$ cat src/rtl/seg_check_arbiter.sv
// seg_check_arbiter: arbitrates three requesters onto one segment limit checker and latches faults.
// Define SEG_ARB_ROUND_ROBIN_EN for round-robin arbitration instead of fixed stack > op0 > op1.
module seg_check_arbiter (
    input  logic        clk,
    input  logic        reset,
    input  logic [2:0]  req_valid,
    output logic [2:0]  req_ready,
    input  logic [95:0] req_addr,
    input  logic [8:0]  req_seg,
    input  logic [8:0]  req_size,
    output logic [31:0] chk_address,
    output logic        chk_address_is_valid,
    output logic [2:0]  chk_segment,
    output logic [2:0]  chk_size,
    input  logic        chk_exception,
    output logic [2:0]  resp_valid,
    output logic        resp_fault,
    input  logic        flush,
    input  logic        exc_clear,
    output logic        exc_pending,
    output logic [1:0]  exc_src,
    output logic [31:0] exc_address
);
    typedef enum logic [1:0] {IDLE, CHECK, FAULT} state_t;
    state_t      state_q, state_d;
    logic [31:0] addr_q, addr_d, exc_addr_q, exc_addr_d, win_addr;
    logic [2:0]  seg_q, seg_d, size_q, size_d, win_seg, win_size;
    logic [1:0]  src_q, src_d, exc_src_q, exc_src_d, win;
    logic        exc_pending_q, exc_pending_d, can_grant, xfer, live;
`ifdef SEG_ARB_ROUND_ROBIN_EN
    logic [1:0] ptr_q, ptr_d, c1, c2;
    always_comb begin
        c1 = (ptr_q == 2'd2) ? 2'd0 : ptr_q + 2'd1;
        c2 = (c1 == 2'd2) ? 2'd0 : c1 + 2'd1;
        win = req_valid[ptr_q] ? ptr_q : req_valid[c1] ? c1 : c2;
        ptr_d = xfer ? ((win == 2'd2) ? 2'd0 : win + 2'd1) : ptr_q;
    end
    always_ff @(posedge clk or posedge reset)
        if (reset) ptr_q <= 2'd0;
        else ptr_q <= ptr_d;
`else
    assign win = req_valid[2] ? 2'd2 : req_valid[0] ? 2'd0 : 2'd1;
`endif
    assign win_addr = (win == 2'd2) ? req_addr[95:64] : (win == 2'd1) ? req_addr[63:32] : req_addr[31:0];
    assign win_seg  = (win == 2'd2) ? req_seg[8:6] : (win == 2'd1) ? req_seg[5:3] : req_seg[2:0];
    assign win_size = (win == 2'd2) ? req_size[8:6] : (win == 2'd1) ? req_size[5:3] : req_size[2:0];
    // A faulting check blocks the back-to-back grant so the fault is taken first.
    assign can_grant = !reset && !flush && (state_q == IDLE || (state_q == CHECK && !chk_exception));
    assign req_ready = (can_grant && |req_valid) ? 3'b001 << win : 3'b000;
    assign xfer = |req_ready;
    assign live = (state_q == CHECK) && !flush;
    assign resp_valid = live ? 3'b001 << src_q : 3'b000;
    assign resp_fault = live && chk_exception;
    assign chk_address = addr_q;
    assign chk_segment = seg_q;
    assign chk_size = size_q;
    assign chk_address_is_valid = (state_q == CHECK);
    assign exc_pending = exc_pending_q;
    assign exc_src = exc_src_q;
    assign exc_address = exc_addr_q;
    always_comb begin
        state_d = state_q;
        addr_d = xfer ? win_addr : addr_q;
        seg_d = xfer ? win_seg : seg_q;
        size_d = xfer ? win_size : size_q;
        src_d = xfer ? win : src_q;
        exc_pending_d = exc_pending_q;
        exc_src_d = exc_src_q;
        exc_addr_d = exc_addr_q;
        if (flush) begin
            state_d = IDLE;
            exc_pending_d = 1'b0;
        end else if (state_q == FAULT) begin
            if (exc_clear) begin
                state_d = IDLE;
                exc_pending_d = 1'b0;
            end
        end else if (state_q == CHECK && chk_exception) begin
            state_d = FAULT;
            exc_pending_d = 1'b1;
            exc_src_d = src_q;
            exc_addr_d = addr_q;
        end else begin
            state_d = xfer ? CHECK : IDLE;
        end
    end
    always_ff @(posedge clk or posedge reset)
        if (reset) begin
            state_q <= IDLE;
            addr_q <= '0;
            seg_q <= '0;
            size_q <= '0;
            src_q <= '0;
            exc_pending_q <= 1'b0;
            exc_src_q <= '0;
            exc_addr_q <= '0;
        end else begin
            state_q <= state_d;
            addr_q <= addr_d;
            seg_q <= seg_d;
            size_q <= size_d;
            src_q <= src_d;
            exc_pending_q <= exc_pending_d;
            exc_src_q <= exc_src_d;
            exc_addr_q <= exc_addr_d;
        end
endmodule
$ cat config.mk
export PLATFORM = sky130hd
export DESIGN_NAME = seg_check_arbiter
export DESIGN_NICKNAME = d
export VERILOG_FILES = /design/src/rtl/seg_check_arbiter.sv
export SDC_FILE = /design/constraint.sdc
export NUM_CORES = 1
export LEC_CHECK = 0
export CORE_UTILIZATION = 39
export DETAILED_ROUTE_END_ITERATION = 7
export PLACE_DENSITY = 0.86
export SYNTH_ARGS = -nofsm -noshare
export SYNTH_HDL_FRONTEND = slang
export SYNTH_SLANG_ARGS = --single-unit
$ cat constraint.sdc
create_clock -name clk -period 3.3 [get_ports clk]
set_clock_uncertainty 0.15 [all_clocks]
set_input_delay 0.33 -clock clk [delete_from_list [all_inputs] [get_ports clk]]
set_output_delay 0.33 -clock clk [all_outputs]
set_load 0.01 [all_outputs]
==> flow_summary.toml <==
[outcome]
status = "complete, no violations"

[cts]
holdBufCountCts = 0
cts_resized = 0
clk_pin_slew_ps = 80
cts_sinks = 77
cts_tree = "done"
cts-root-buf = "clkbuf_8"
clk_latency_ps = 330
cts_buffer_depth = 2
h-tree-depth = 3
postCtsSetupBuffers = 0
cts_buffers = 9

[drt]
wl_met3_um = 886
dr.pass1.iters = 4
routedWlPerCell_um = 16.0
top_layer = "met4"
drtAntennaViolNets = 0
route.met2.wl_mm = 5.23
drt-met1-wl_mm = 4.01
viasPerCell = 4.89
drtIter0Drc = 42
drc = 0
vias = 3122
wl_mm = 10.2

[layout]
area_growth_pct = 61.2
drive_gt1_share_pct = 19.4
diodes = 0
nNetsFinal = 628

[critical_path]
slowest_stage = "clkdlybuf4s50_1"
worst-r2r-cell-count = 3
cp_data_arrival_time_ps = 2080
crit_fanout = 4
slowest_delay_ps = 550
endpoint = "req_ready[2]"
cp_common_cell = "clkdlybuf4s50_1"
regToRegSetupSlack_ps = 1040
rr_startpoint = "state_q[1]"
cp-end-kind = "output port"
path_cells = "clkdlybuf4s50_1, a2111oi_4, and2_1, clkdlybuf4s50_1"
critPathLaunch = "chk_exception"
startpoint_type = "primary input"
timing.rr.end = "chk_address[5]"
path_class = "primary input to output port"
worstPathRequired_ps = 2820

[power]
p_per_area_mw_per_mm2 = 584
fin_total_pwr_mw = 3.55
leakage_nw = 2.58
vdd.ir_drop.worst_v = 0.000284

[global_route]
grt_max_degree = 42
grt_pass1_vias = 3139
overflow = 0
grt_pass1_wl_mm = 16.0
grt.total_usage_pct = 20.7
antenna_found_initial = 0

[synthesis]
syn-num-nets = 431
synth_top_area_cell = "dfrtp_1"
ys_seq_area_share_pct = 51.1
syn_area_mm2 = 0.00377
synth_top_area_share_pct = 51.1
yosys_warnings = 0
ys_ff_latch = 77
syn_area_per_cell_um2 = 12.2
synth_area_leaders = "dfrtp_1, mux2_2, mux2i_1"
post_synth_num_cell_types = 22
synthCells = 309

[die]
ios = 203
fp.coreArea_mm2 = 0.00933
die_height_um = 100
start_util_pct = 40.5
die_w_um = 100
dieArea_mm2 = 0.0101
rows = 35

[timing]
setup_viol = 0
tns_ps = 0
max_freq_mhz = 390
min_period_over_period_pct = 77.7
rsz0062_at_grt = "no"
tightest_slew_ps = 595
min_period_ps = 2560
slew_viol_final = 0
relSlewSlack_pct = 60.3
finalHoldViolations = 0

[placed_design]
port_buffers = 202
hpwlAfterDp_mm = 7.75
gp_congestion = 0.811

[flow_run]
max_cap_viol_count = 0

[min_path]
holdCritPathClass = "primary input to asynchronous set/reset pin"
worst max-delay path: cells and delay by family:
kind / cells / cell delay, ps
AO/OA/AOI/OAI: 1 / 520
buffers and inverters: 2 / 1010
AND/OR/NAND/NOR: 1 / 220
where the power goes:
group / internal [mW] / leakage (nW) / switching, mW
logic: 0.844 / 1.52 / 0.456
clock network: 0.515 / 0.114 / 0.329
registers: 1.23 / 0.946 / 0.180
cells in the final DEF (no fill, tap or decap), types with 3 or more instances in the layout:
master           instances
buf_4                    6
bufinv_16                3
clkbuf_8                10
clkdlybuf4s50_1        200
dfrtp_1                 77
mux2_2                  73
mux2i_1                 38
nand2_1                 40
o21ai_0                 39
cells by family after synthesis:
family,Yosys count,share of synthesized area [%]
simple gates,53,6.13
mux,111,31.9
buf+inv,24,4.11
flops,77,51.1
compound gates,44,6.83
cell usage after synthesis, drive strengths merged:
cell type and instances:
clkbuf 8, nor3 2, o21ai 39, a2111oi 1
o31a 1, and3 1, a21oi 2, nor2b 2
inv 2, nand2 40, nor3b 2, mux2i 38
and2 1, buf 14, nand2b 1, mux2 73
o21bai 1, nor2 2, dfrtp 77, and3b 2
registers in the layout (all words and copies together), names as in the netlist:
| register | flops |
|---|---|
| src_q | 2 |
| exc_address | 32 |
| exc_src | 2 |
| state_q | 2 |
| chk_address | 32 |
| exc_pending | 1 |
| chk_segment | 3 |
| chk_size | 3 |
through the flow:
stage	cell area [um^2]	setup slack, ps	hold slack [ps]	utilization, %	cells
floorplan	3770	853	243	-	309
global placement	5850	693	340	62.7	624
detailed placement	5850	662	345	62.7	624
CTS	6080	738	268	65.2	638
global route	6080	679	319	65.2	638
finish	6080	737	275	65.2	638
metal layers:
metal / vias to the layer above / global-route usage, %
li1: 1480 / -
met5: - / 0
met2: 133 / 37.9
met4: 0 / 5.91
met3: 11 / 6.27
met1: 1498 / 23.0
area by class of cell:
class | instances | area [um^2]
Clock buffer | 10 | 138
Tap cell | 129 | 161
Timing Repair Buffer | 208 | 2060
Clock inverter | 4 | 97.6
Fill cell | 742 | 3250
Inverter | 2 | 8.76
Sequential cell | 77 | 1930
Multi-Input combinational cell | 208 | 1690
worst min-delay path by stage:
stage	startpoint	end	slack [ps]	cells past startpoint
finish	reset	exc_pending	270	2
global route	reset	exc_pending	320	2
CTS	reset	chk_address[20]	270	2
detailed placement	exc_address[20]	exc_address[20]	350	1
global placement	exc_address[23]	exc_address[23]	340	1
floorplan	flush	exc_pending	240	1
(Power assumes the default switching activity.)
